### config.mk
export PLATFORM = sky130hd
export DESIGN_NAME = ram_arbiter
export DESIGN_NICKNAME = d
export VERILOG_FILES = /design/src/rtl/ram_arbiter.sv
export SDC_FILE = /design/constraint.sdc
export NUM_CORES = 1
export LEC_CHECK = 0
export ABC_AREA = 1
export CORE_AREA = 2 2 121 123
export DETAILED_ROUTE_END_ITERATION = 6
export DIE_AREA = 0 0 123 125
export DONT_BUFFER_PORTS = 1
export GPL_TIMING_DRIVEN = 0
export PLACE_DENSITY = 0.52
export SLEW_MARGIN = 25
export SYNTH_ARGS = -nofsm -noshare
export SYNTH_HDL_FRONTEND = slang
export SYNTH_SLANG_ARGS = --single-unit
### constraint.sdc
create_clock -name clk -period 2 [get_ports clk]
set_input_delay 0.2 -clock clk [delete_from_list [all_inputs] [get_ports clk]]
set_output_delay 0.2 -clock clk [all_outputs]
set_load 0.05 [all_outputs]
### src/rtl/ram_arbiter.sv
// Round-robin arbiter: NUM_REQ requesters share one single-port synchronous RAM.
// Latency: grant on the first edge seeing req, done pulses in the cycle after the third edge; 1 access / 3 cycles.
// Backpressure: requests are level-held until done; losers simply wait, and their inputs are ignored.
module ram_arbiter #(
    parameter int NUM_REQ    = 4,
    parameter int ADDR_WIDTH = 16,
    parameter int DATA_WIDTH = 16
) (
    input  logic                             clk,
    input  logic                             reset,
    input  logic [NUM_REQ-1:0]               req,
    input  logic [NUM_REQ-1:0]               req_wren,
    input  logic [NUM_REQ*ADDR_WIDTH-1:0]    req_address,
    input  logic [NUM_REQ*DATA_WIDTH-1:0]    req_data,
    output logic [NUM_REQ-1:0]               gnt,
    output logic [NUM_REQ-1:0]               done,
    output logic [DATA_WIDTH-1:0]            rd_data,
    output logic [ADDR_WIDTH-1:0]            ram_address,
    output logic [DATA_WIDTH-1:0]            ram_data,
    output logic                             ram_wren,
    input  logic [DATA_WIDTH-1:0]            ram_q
);

    localparam int IDX_W = (NUM_REQ > 1) ? $clog2(NUM_REQ) : 1;

    typedef enum logic [1:0] {
        IDLE    = 2'd0,
        ACCESS  = 2'd1,
        CAPTURE = 2'd2
    } state_t;

    localparam logic [IDX_W-1:0] LAST_RST = IDX_W'(NUM_REQ - 1);

    state_t                  state_q,       state_d;
    logic [IDX_W-1:0]        last_q,        last_d;
    logic [IDX_W-1:0]        owner_q,       owner_d;
    logic                    op_wr_q,       op_wr_d;
    logic [NUM_REQ-1:0]      gnt_q,         gnt_d;
    logic [NUM_REQ-1:0]      done_q,        done_d;
    logic [DATA_WIDTH-1:0]   rd_data_q,     rd_data_d;
    logic [ADDR_WIDTH-1:0]   ram_address_q, ram_address_d;
    logic [DATA_WIDTH-1:0]   ram_data_q,    ram_data_d;
    logic                    ram_wren_q,    ram_wren_d;

    logic                    win_found;
    logic [IDX_W-1:0]        win_idx;

    // Search starts just past the previous winner and wraps, so every requester
    // is reached within NUM_REQ grants.
    always_comb begin
        int               pos;
        logic [IDX_W-1:0] cand;
        win_found = 1'b0;
        win_idx   = '0;
        for (int k = 1; k <= NUM_REQ; k++) begin
            pos = int'(last_q) + k;
            if (pos >= NUM_REQ) begin
                pos = pos - NUM_REQ;
            end
            cand = IDX_W'(pos);
            if (!win_found && req[cand]) begin
                win_found = 1'b1;
                win_idx   = cand;
            end
        end
    end

    always_comb begin
        state_d       = state_q;
        last_d        = last_q;
        owner_d       = owner_q;
        op_wr_d       = op_wr_q;
        gnt_d         = gnt_q;
        done_d        = '0;
        rd_data_d     = rd_data_q;
        ram_address_d = ram_address_q;
        ram_data_d    = ram_data_q;
        ram_wren_d    = ram_wren_q;

        case (state_q)
            IDLE: begin
                ram_wren_d = 1'b0;
                if (win_found) begin
                    gnt_d          = '0;
                    gnt_d[win_idx] = 1'b1;
                    owner_d        = win_idx;
                    last_d         = win_idx;
                    op_wr_d        = req_wren[win_idx];
                    ram_wren_d     = req_wren[win_idx];
                    ram_address_d  = req_address[int'(win_idx)*ADDR_WIDTH +: ADDR_WIDTH];
                    ram_data_d     = req_data[int'(win_idx)*DATA_WIDTH +: DATA_WIDTH];
                    state_d        = ACCESS;
                end
            end
            ACCESS: begin
                // RAM samples address/wren on this edge; drop the strobe so a
                // write lasts exactly one cycle.
                ram_wren_d = 1'b0;
                state_d    = CAPTURE;
            end
            CAPTURE: begin
                if (!op_wr_q) begin
                    rd_data_d = ram_q;
                end
                done_d[owner_q] = 1'b1;
                gnt_d           = '0;
                state_d         = IDLE;
            end
            default: begin
                gnt_d      = '0;
                ram_wren_d = 1'b0;
                state_d    = IDLE;
            end
        endcase
    end

    always_ff @(posedge clk or posedge reset) begin
        if (reset) begin
            state_q       <= IDLE;
            last_q        <= LAST_RST;
            owner_q       <= '0;
            op_wr_q       <= 1'b0;
            gnt_q         <= '0;
            done_q        <= '0;
            rd_data_q     <= '0;
            ram_address_q <= '0;
            ram_data_q    <= '0;
            ram_wren_q    <= 1'b0;
        end else begin
            state_q       <= state_d;
            last_q        <= last_d;
            owner_q       <= owner_d;
            op_wr_q       <= op_wr_d;
            gnt_q         <= gnt_d;
            done_q        <= done_d;
            rd_data_q     <= rd_data_d;
            ram_address_q <= ram_address_d;
            ram_data_q    <= ram_data_d;
            ram_wren_q    <= ram_wren_d;
        end
    end

    assign gnt         = gnt_q;
    assign done        = done_q;
    assign rd_data     = rd_data_q;
    assign ram_address = ram_address_q;
    assign ram_data    = ram_data_q;
    assign ram_wren    = ram_wren_q;

    a_gnt_onehot: assert property (@(posedge clk) disable iff (reset) $onehot0(gnt));
    a_done_onehot: assert property (@(posedge clk) disable iff (reset) $onehot0(done));
    a_done_no_gnt: assert property (@(posedge clk) disable iff (reset) !((|done) && (|gnt)));
    a_wren_owned: assert property (@(posedge clk) disable iff (reset) ram_wren |-> (|gnt));

endmodule

==> results of run 1 <==
kinds of logic (layout without fill, tap and decap cells):
| logic type | after synthesis | after routing |
|---|---|---|
| buffers and inverters | 58 | 105 |
| multiplexers | 16 | 16 |
| AND/OR/NAND/NOR | 462 | 462 |
| flip-flops | 64 | 64 |
| AO/OA/AOI/OAI | 10 | 10 |
worst reg2reg max path: stages (launching register included):
cell                      delay [ps]
sky130_fd_sc_hd__dfstp_2         540
sky130_fd_sc_hd__buf_6           130
sky130_fd_sc_hd__inv_8            50
sky130_fd_sc_hd__nand2_2          50
sky130_fd_sc_hd__nand2_2          60
sky130_fd_sc_hd__nand2_2         100
sky130_fd_sc_hd__nand2_4          70
sky130_fd_sc_hd__nor2_4          110
sky130_fd_sc_hd__buf_4           130
sky130_fd_sc_hd__nand2_2          50
sky130_fd_sc_hd__a21oi_4         190
sky130_fd_sc_hd__inv_2           110
sky130_fd_sc_hd__buf_6           170
sky130_fd_sc_hd__nand2_1         120
sky130_fd_sc_hd__nand2_1          60
sky130_fd_sc_hd__nand2_1          60
sky130_fd_sc_hd__nand2_1          50
what timing repair did:
action | CTS | global route
pin swaps | 31 | 14
endpoints found under the setup margin | 43 | 52
endpoints found under the hold margin | 26 | 0
resized for setup | 127 | 50
setup buffers | 20 | 5
hold buffers | 1 | 0
cloned | 7 | 0
Yosys cell counts (all sizes together):
master,n
dfstp,2
inv,13
mux2,16
nand4,66
buf,36
nor3,4
a21oi,2
dfrtp,62
nand3,11
o31ai,2
or2,1
nand2,376
o21ai,6
clkbuf,9
nor2,4
worst paths after layout:
check                                  startpoint                       to  slack [ps]  cells after the start
hold reg to reg            owner_q[1]$_DFFE_PP0P_        done[1]$_DFF_PP0_         450                      1
setup / recovery            last_q[0]$_DFFE_PP1P_  ram_data[9]$_DFFE_PP0P_        -160                     16
setup reg to reg            last_q[0]$_DFFE_PP1P_  ram_data[9]$_DFFE_PP0P_        -160                     16
hold / removal                          ram_q[12]  rd_data[12]$_DFFE_PP0P_          20                      1
min in group asynchronous                   reset   rd_data[7]$_DFFE_PP0P_         340                      2
max in group asynchronous                   reset    last_q[0]$_DFFE_PP1P_        1060                      3
per-stage QoR:
stage	setup TNS, ps	hold slack (ps)	utilization, %
6_report	-4990	15.8	39.9
5_1_grt	-10920	0.653	39.9
4_1_cts	-5770	1.56	38.6
3_5_place_dp	-12490	91.9	30.9
3_3_place_gp	-46700	352	30.8
2_1_floorplan	0	350	-
flip-flops by register name (all words and copies together) (netlist names):
signal	count
ram_address	16
ram_data	16
rd_data	16
done	4
gnt	4
last_q	2
owner_q	2
state_q	2
op_wr_q	1
ram_wren	1
final cells by class:
class | count | area [um^2] | share of cell area, %
repair buffers | 34 | 455 | 8.03
clock inverters | 6 | 115 | 2.03
multi-input cells | 488 | 2500 | 44.1
well taps | 184 | 230 | 4.06
clock buffers | 10 | 239 | 4.21
inverters | 13 | 66.3 | 1.17
plain buffers | 42 | 458 | 8.08
flip-flops and latches | 64 | 1600 | 28.3
per-layer routing:
layer | GRT usage, % | vias up
li1 | - | 2059
met1 | 25.9 | 1985
met2 | 37.2 | 173
met3 | 3.97 | 15
met4 | 6.48 | 0
met5 | 0 | -
==> run summary, run 1 <==
Sequential area share after synthesis: 38.8%
Remaining Overflow, GRT: 0
Flops & latches, synth: 64
Die span in y: 125 um
Global-route wire length before repair: 24.4 mm
Placed Instances: 795
Routed WL per cell: 19.0 um
Sum of met3 wire segment lengths after detailed routing: 1.15 mm
Crit Path Class: reg -> reg
Average via count per standard cell: 5.03
Slowest CP cell: sky130_fd_sc_hd__dfstp_2
TritonCTS clock tree: done
Top cell family by delay on the critical path: simple AND/OR/NAND/NOR gates
Post-synth top area share: 37.5%
Clock network latency to the later pin of the worst-skew pair: 340 ps
Dominant combinational cell family by area after synthesis: simple AND/OR/NAND/NOR gates
Violations in the final reports: negative setup slack
Die X: 123 um
Placer's final routability congestion estimate: 0.828
Number of antenna violations at the first check in global routing: 0
Unrepaired setup endpoints after global routing: yes
Number of nets in the synthesized netlist: 764
Count of endpoints failing hold in the final timing report: 0
Post-synthesis mux area share: 4.35%
Clock tree buffer depth: 2
Max Slew Vio Count: 0
Worst Path Required: 2230 ps
Port Buffer Count: 0
Post-place instance area: 4390 um^2
Worst clock skew on the final layout: 9.43 ps
Final Non-Filler Cells: 841
Clock-pin slew on the worst setup and hold paths: 60 ps
Outcome: complete, but fails checks
Library cell occupying the most area in the post-synthesis netlist: sky130_fd_sc_hd__dfrtp_1
Leading cell type in the layout, fill and taps excluded: sky130_fd_sc_hd__nand2_1
Remaining routing DRC violations: 0
Detailed-routing iteration count for the pre-antenna-repair pass: 4
Count of final setup violators: 42
Class of the tightest hold or removal check: in -> reg
Number of rows in the core area: 44
Initial cell density of the core: 29.1%
CTS buffer count: 9
Worst relative slew slack: 63.8%
Area growth syn-to-layout: 37.0%
Placement-stage worst setup slack: -365 ps
Top routing layer in use: met4
Max Clock Freq: 462 MHz
Number of global-route vias before repair: 4458
Arr. time, crit path: 2390 ps
Ordered cell list for the critical path: buf_6, inv_8, nand2_2, nand2_2, nand2_2, nand2_4, nor2_4, buf_4, nand2_2, a21oi_4, inv_2, buf_6, nand2_1, nand2_1, nand2_1, nand2_1
Met1 Wirelength: 6.55 mm
Delay of the slowest cell on the worst path: 540 ps
Number of filler cells placed in the layout: 1480
Minimum setup slack in the final design: -164 ps
Wire length after detailed routing: 16.0 mm
Number of max-cap violations: 0
Element type at the critical path start: register
Synth Area per Inst: 6.78 um^2
Overall via count from detail_route: 4232
Area fraction in and, or, nand and nor cells after synthesis: 48.0%
Endpoint type of the worst setup path: register
Num Clock Sinks: 64
Met2 routed WL: 8.05 mm
Root buffer cell: sky130_fd_sc_hd__clkbuf_16
Die outline area: 15400 um^2
Detailed-placement wirelength estimate: 11.6 mm
Cells after synthesis: 610
Worst-Margin Slew: 543 ps
I/O pin cnt: 211
Remaining antenna violation count: 0
Time the final worst path needs with I/O delays and setup: 2160 ps
Total GRT Usage: 21.2%
Ratio of cells with drive above 1 in the final layout: 30.0%
Placeable core region: 14200 um^2
Number of H-tree levels: 3
Cell types occupying the most area after synthesis: sky130_fd_sc_hd__dfrtp_1, sky130_fd_sc_hd__nand2_1, sky130_fd_sc_hd__nand4_1
Number of library cell types mapped by synthesis: 26
Final critical-path share of the clock period: 108%
Post-layout net count: 806
Post-synthesis compound-gate area fraction: 1.51%
Post-synthesis xor/xnor area fraction: 0%
Post-synthesis share of cell area spent on full adders, half adders and majority gates: 0%
Number of warnings issued by yosys: 0
Commonest non-fill, non-tap cells in the layout: sky130_fd_sc_hd__nand2_1, sky130_fd_sc_hd__nand4_1, sky130_fd_sc_hd__dfrtp_1
Netlist area before placement: 4140 um^2
Count of inserted antenna diode cells: 0
Largest net degree at the start of global routing: 39
Biggest fanout along the worst timing path: 10
DRC violation total after the first TritonRoute iteration: 183
Area of all placed cells without fillers: 5670 um^2
Worst Path Buf+Inv: 5
Power of run 1 is not shown: default switching activity piles up to over one toggle a cycle in this logic, so the estimate is an artifact.
==> inputs of run 2 (changes only) <==
Settings changed: REMOVE_ABC_BUFFERS set to 1.
==> run 2 against run 1 <==
Effect of this change:
- critical path depth is 2 higher
- die area is the same
- hold slack improved by 10 ps
- largest cell class unchanged
- first-iteration DRC count grew 47%
- the flow still finishes with violations (negative setup slack)
- fmax fell by 6.5%
- core utilization increased by 2.5 points
- cell area rose by 6.3%
- clock skew decreased by 5.7 ps
- flip-flop and latch count unchanged
- register-to-register slack got worse by 150 ps
- global-route usage grew 2.3 points
- highest routed layer unchanged
- non-clock buffer count is 10 lower
==> run summary, run 2 (same netlist as run 1, synthesis figures left out) <==
Outcome: complete, but fails checks
Violations in the final reports: negative setup slack
Arr. time, crit path: 2530 ps
Setup_tns: -11910 ps
Placer's final routability congestion estimate: 0.815
Unrepaired setup endpoints after global routing: yes
Clock network latency to the later pin of the worst-skew pair: 320 ps
Endpoint type of the worst setup path: register
Largest net degree at the start of global routing: 36
Routed WL per cell: 22.2 um
Final Non-Filler Cells: 850
Clock-pin slew on the worst setup and hold paths: 60 ps
Max Slew Vio Count: 0
Storage cell area: 1610 um^2
Global-route wire length before repair: 26.3 mm
Die span in y: 125 um
Clock tree buffer depth: 2
Number of max-cap violations: 0
Worst clock skew on the final layout: 3.73 ps
Max Clock Freq: 432 MHz
Number of rows in the core area: 44
Port Buffer Count: 0
Placeable core region: 14200 um^2
Multi-input gate area: 2950 um^2
Class of the tightest hold or removal check: in -> reg
Leading cell type in the layout, fill and taps excluded: sky130_fd_sc_hd__nand2_1
Total GRT Usage: 23.5%
Root buffer cell: sky130_fd_sc_hd__clkbuf_16
Count of endpoints failing hold in the final timing report: 0
Time the final worst path needs with I/O delays and setup: 2320 ps
Num Clock Sinks: 64
Placed Instances: 751
Number of antenna violations at the first check in global routing: 0
Crit Path Class: reg -> reg
Count of final setup violators: 43
Worst relative slew slack: 36.9%
I/O pin cnt: 211
Post-layout net count: 815
Average via count per standard cell: 5.39
Count of inserted antenna diode cells: 0
Die X: 123 um
Worst-Margin Slew: 943 ps
Final critical-path share of the clock period: 116%
Worst Path Required: 2210 ps
CTS buffer count: 9
DRC violation total after the first TritonRoute iteration: 269
Biggest fanout along the worst timing path: 7
Die outline area: 15400 um^2
Area growth syn-to-layout: 45.7%
Initial cell density of the core: 29.1%
Detailed-placement wirelength estimate: 7.66 mm
Remaining Overflow, GRT: 0
Commonest non-fill, non-tap cells in the layout: sky130_fd_sc_hd__nand2_1, sky130_fd_sc_hd__nand4_1, sky130_fd_sc_hd__nand2_2
Detailed-routing iteration count for the pre-antenna-repair pass: 5
Overall via count from detail_route: 4580
Number of H-tree levels: 3
Wire length after detailed routing: 18.9 mm
Remaining antenna violation count: 0
Number of filler cells placed in the layout: 1418
Minimum setup slack in the final design: -316 ps
TritonCTS clock tree: done
Ratio of cells with drive above 1 in the final layout: 35.1%
Remaining routing DRC violations: 0
Element type at the critical path start: register
Number of global-route vias before repair: 4465
run 2: changes by cell type in the layout (fill, tap and decap cells not counted), moves of 5 or more:
| cell | before | now |
|---|---|---|
| sky130_fd_sc_hd__buf_4 | 23 | 36 |
| sky130_fd_sc_hd__nand3_4 | 3 | 13 |
| sky130_fd_sc_hd__buf_6 | 17 | 8 |
| sky130_fd_sc_hd__buf_8 | 11 | 3 |
| sky130_fd_sc_hd__nand2_2 | 54 | 64 |
| sky130_fd_sc_hd__nand2_8 | 1 | 6 |
| sky130_fd_sc_hd__clkbuf_4 | 5 | 0 |
| sky130_fd_sc_hd__buf_12 | 8 | 16 |
| sky130_fd_sc_hd__buf_16 | 5 | 0 |
| sky130_fd_sc_hd__nand2_4 | 12 | 26 |
| sky130_fd_sc_hd__nand2_1 | 309 | 284 |
run 2: critical path: stages (launching register included):
cell and delay [ps]:
sky130_fd_sc_hd__dfstp_4 670, sky130_fd_sc_hd__buf_6 140, sky130_fd_sc_hd__nand2_4 50, sky130_fd_sc_hd__nand2_4 70, sky130_fd_sc_hd__nand2_4 60, sky130_fd_sc_hd__nand2_4 80, sky130_fd_sc_hd__nor2_4 40, sky130_fd_sc_hd__buf_6 110
sky130_fd_sc_hd__buf_6 110, sky130_fd_sc_hd__nand3_4 70, sky130_fd_sc_hd__buf_12 150, sky130_fd_sc_hd__nand3_4 130, sky130_fd_sc_hd__clkbuf_16 200, sky130_fd_sc_hd__nand2_4 50, sky130_fd_sc_hd__nand2_2 40, sky130_fd_sc_hd__nand2_1 50
sky130_fd_sc_hd__nand2_1 60, sky130_fd_sc_hd__nand2_1 60, sky130_fd_sc_hd__nand2_1 50
run 2: final cells by class:
cell class	instances	share of cell area, %
multi-input cells	503	48.9
flip-flops and latches	64	26.7
repair buffers	66	13.0
clock buffers	11	4.03
well taps	184	3.82
inverters	13	1.74
clock inverters	5	0.934
repair inverters	4	0.892
run 2: layer usage:
layer  vias to the layer above  share of wire (%)  track usage [%]
met2                       231                 50             39.3
met1                      2216                 41             29.2
met3                        30                6.8             4.61
li1                       2103                  -                -
met4                         0                2.4             10.2
met5                         -                  0                0
run 2: metrics by stage:
stage | utilization (%) | area, um^2 | setup WS [ps] | hold WS [ps]
2_1_floorplan | - | 3890 | -1300 | 351
3_3_place_gp | 29.0 | 4120 | -2160 | 352
3_5_place_dp | 29.5 | 4190 | -1810 | 94.1
4_1_cts | 38.3 | 5440 | -304 | 14.9
5_1_grt | 42.4 | 6030 | -443 | 7.97
6_report | 42.4 | 6030 | -316 | 26.3
run 2: worst paths after layout:
| check | startpoint | endpoint | slack, ps | cells past startpoint |
|---|---|---|---|---|
| max | last_q[0]$_DFFE_PP1P_ | ram_address[10]$_DFFE_PP0P_ | -320 | 18 |
| min | ram_q[0] | rd_data[0]$_DFFE_PP0P_ | 30 | 1 |
| max reg2reg | last_q[0]$_DFFE_PP1P_ | ram_address[10]$_DFFE_PP0P_ | -320 | 18 |
| min reg2reg | owner_q[0]$_DFFE_PP0P_ | done[2]$_DFF_PP0_ | 460 | 1 |
| max in group asynchronous | reset | last_q[1]$_DFFE_PP1P_ | 1060 | 3 |
| min in group asynchronous | reset | rd_data[8]$_DFFE_PP0P_ | 350 | 2 |
run 2: what timing repair did:
action | CTS | global route
pin swaps | 20 | 39
hold endpoints to repair | 29 | 0
setup buffers | 44 | 18
resized for setup | 82 | 98
hold buffers | 1 | 0
setup endpoints to repair | 43 | 43
cloned | 17 | 3
Power of run 2 is left out for the same reason.
==> inputs of run 3 (changes only) <==
Settings changed: PLACE_DENSITY 0.52 to unset, PLACE_DENSITY_LB_ADDON set to 0.12.
==> run 3 against run 2 <==
Effect of this change:
- the run still ends with negative setup slack left
- cell area is 2.2% lower
- fmax is 3.4% lower
- clock skew is 3.6 ps higher
- wire length is 0.97% higher
- setup slack worse by 82 ps
- hold slack worse by 17 ps
- global-route usage is 0.71 points higher
- core utilization is 0.94 points lower
- clock-buffer cell count stayed put
- final cell count is 1.5% lower
- non-clock buffer count is 7 lower
==> run summary, run 3 (same netlist as run 1, synthesis figures left out) <==
Cell repeated most along the worst path: sky130_fd_sc_hd__nand2_4
TritonCTS clock tree: done
Total GRT Usage: 24.2%
Overall via count from detail_route: 4487
Port Buffer Count: 0
Area growth syn-to-layout: 42.5%
Worst Path Required: 2270 ps
Worst clock skew on the final layout: 7.33 ps
Multi-input gate area: 2760 um^2
I/O pin cnt: 211
Outcome: complete, but fails checks
Number of filler cells placed in the layout: 1446
Max Clock Freq: 417 MHz
Number of max-cap violations: 0
Worst setup slack for register-to-register paths: -400 ps
Element type at the critical path start: register
Wire length after detailed routing: 19.1 mm
Worst relative slew slack: 58.2%
Initial cell density of the core: 29.1%
Leading cell type in the layout, fill and taps excluded: sky130_fd_sc_hd__nand2_1
Ordered cell list for the critical path: buf_12, nand2_2, nand2_4, nand2_4, nand2_4, nor2_4, buf_6, nand2_4, nor2_4, a21oi_4, buf_12, buf_16, buf_12, nand2_2, nand2_1, nand2_1, nand2_1
Detailed-placement wirelength estimate: 7.95 mm
Count of endpoints failing hold in the final timing report: 0
Number of rows in the core area: 44
Final critical-path share of the clock period: 120%
Count of inserted antenna diode cells: 0
Num Clock Sinks: 64
Area of all placed cells without fillers: 5890 um^2
Die X: 123 um
Minimum setup slack in the final design: -398 ps
Number of H-tree levels: 3
Count of final setup violators: 42
Routed WL per cell: 22.8 um
Placement-stage worst setup slack: -1850 ps
Origin of the worst min-delay path: ram_q[8]
Top cell family by delay on the critical path: simple AND/OR/NAND/NOR gates
Ratio of cells with drive above 1 in the final layout: 28.0%
Remaining antenna violation count: 0
Largest net degree at the start of global routing: 43
Remaining routing DRC violations: 0
Number of antenna violations at the first check in global routing: 0
Class of the tightest hold or removal check: in -> reg
Post-layout utilization of the core: 41.5%
Average via count per standard cell: 5.36
Unrepaired setup endpoints after global routing: yes
Setup_tns: -14320 ps
Placeable core region: 14200 um^2
Number of global-route vias before repair: 4444
Arr. time, crit path: 2670 ps
Biggest fanout along the worst timing path: 8
Storage cell area: 1610 um^2
Post-place instance area: 4190 um^2
Clock tree buffer depth: 2
Max Slew Vio Count: 0
Die outline area: 15400 um^2
Clock-pin slew on the worst setup and hold paths: 60 ps
Start point of the critical path: last_q[0]$_DFFE_PP1P_
Root buffer cell: sky130_fd_sc_hd__clkbuf_16
CTS buffer count: 9
Post-layout net count: 802
Clock network latency to the later pin of the worst-skew pair: 340 ps
Delay of the slowest cell on the worst path: 680 ps
Worst-Margin Slew: 625 ps
Time the final worst path needs with I/O delays and setup: 2400 ps
Die span in y: 125 um
Remaining Overflow, GRT: 0
Endpoint type of the worst setup path: register
DRC violation total after the first TritonRoute iteration: 313
Critical register-to-register path startpoint: last_q[0]$_DFFE_PP1P_
Commonest non-fill, non-tap cells in the layout: sky130_fd_sc_hd__nand2_1, sky130_fd_sc_hd__nand4_1, sky130_fd_sc_hd__dfrtp_1
Crit Path Class: reg -> reg
Worst Path Buf+Inv: 5
Slowest CP cell: sky130_fd_sc_hd__dfstp_4
Violations in the final reports: negative setup slack
Placer's final routability congestion estimate: 0.742
Detailed-routing iteration count for the pre-antenna-repair pass: 4
Global-route wire length before repair: 27.0 mm
## run 3: cell type report
class,count,area share (%)
repair inverters,1,0.276
repair buffers,59,14.2
flip-flops and latches,64,27.3
inverters,13,1.78
clock buffers,11,4.29
well taps,184,3.91
multi-input cells,500,46.9
clock inverters,5,1.34
## run 3: final timing paths
path	to	cells past startpoint
min	rd_data[8]$_DFFE_PP0P_	1
max reg2reg	ram_address[13]$_DFFE_PP0P_	17
max	ram_address[13]$_DFFE_PP0P_	17
min in group asynchronous	ram_data[7]$_DFFE_PP0P_	2
max in group asynchronous	last_q[1]$_DFFE_PP1P_	3
min reg2reg	done[1]$_DFF_PP0_	1
## run 3: timing repair
action	CTS	global route
buffers inserted	50	1
pin swaps	26	17
cloned	16	1
endpoints found under the hold margin	25	0
setup endpoints to repair	43	42
hold buffers	2	0
resized for setup	84	41
## run 3: routing by layer
metal  part of all wire (%)  GRT usage [%]
met4                    2.5           8.82
met3                    7.1           4.47
met2                     49           40.4
met5                      0              0
met1                     42           31.0
## run 3: stage by stage
step / hold slack [ps] / instances
3_3_place_gp: 353 / 749
5_1_grt: 3.57 / 837
4_1_cts: 1.15 / 835
6_report: 9.32 / 837
3_5_place_dp: 76.3 / 751
2_1_floorplan: 351 / 565
Power of run 3 is left out for the same reason.
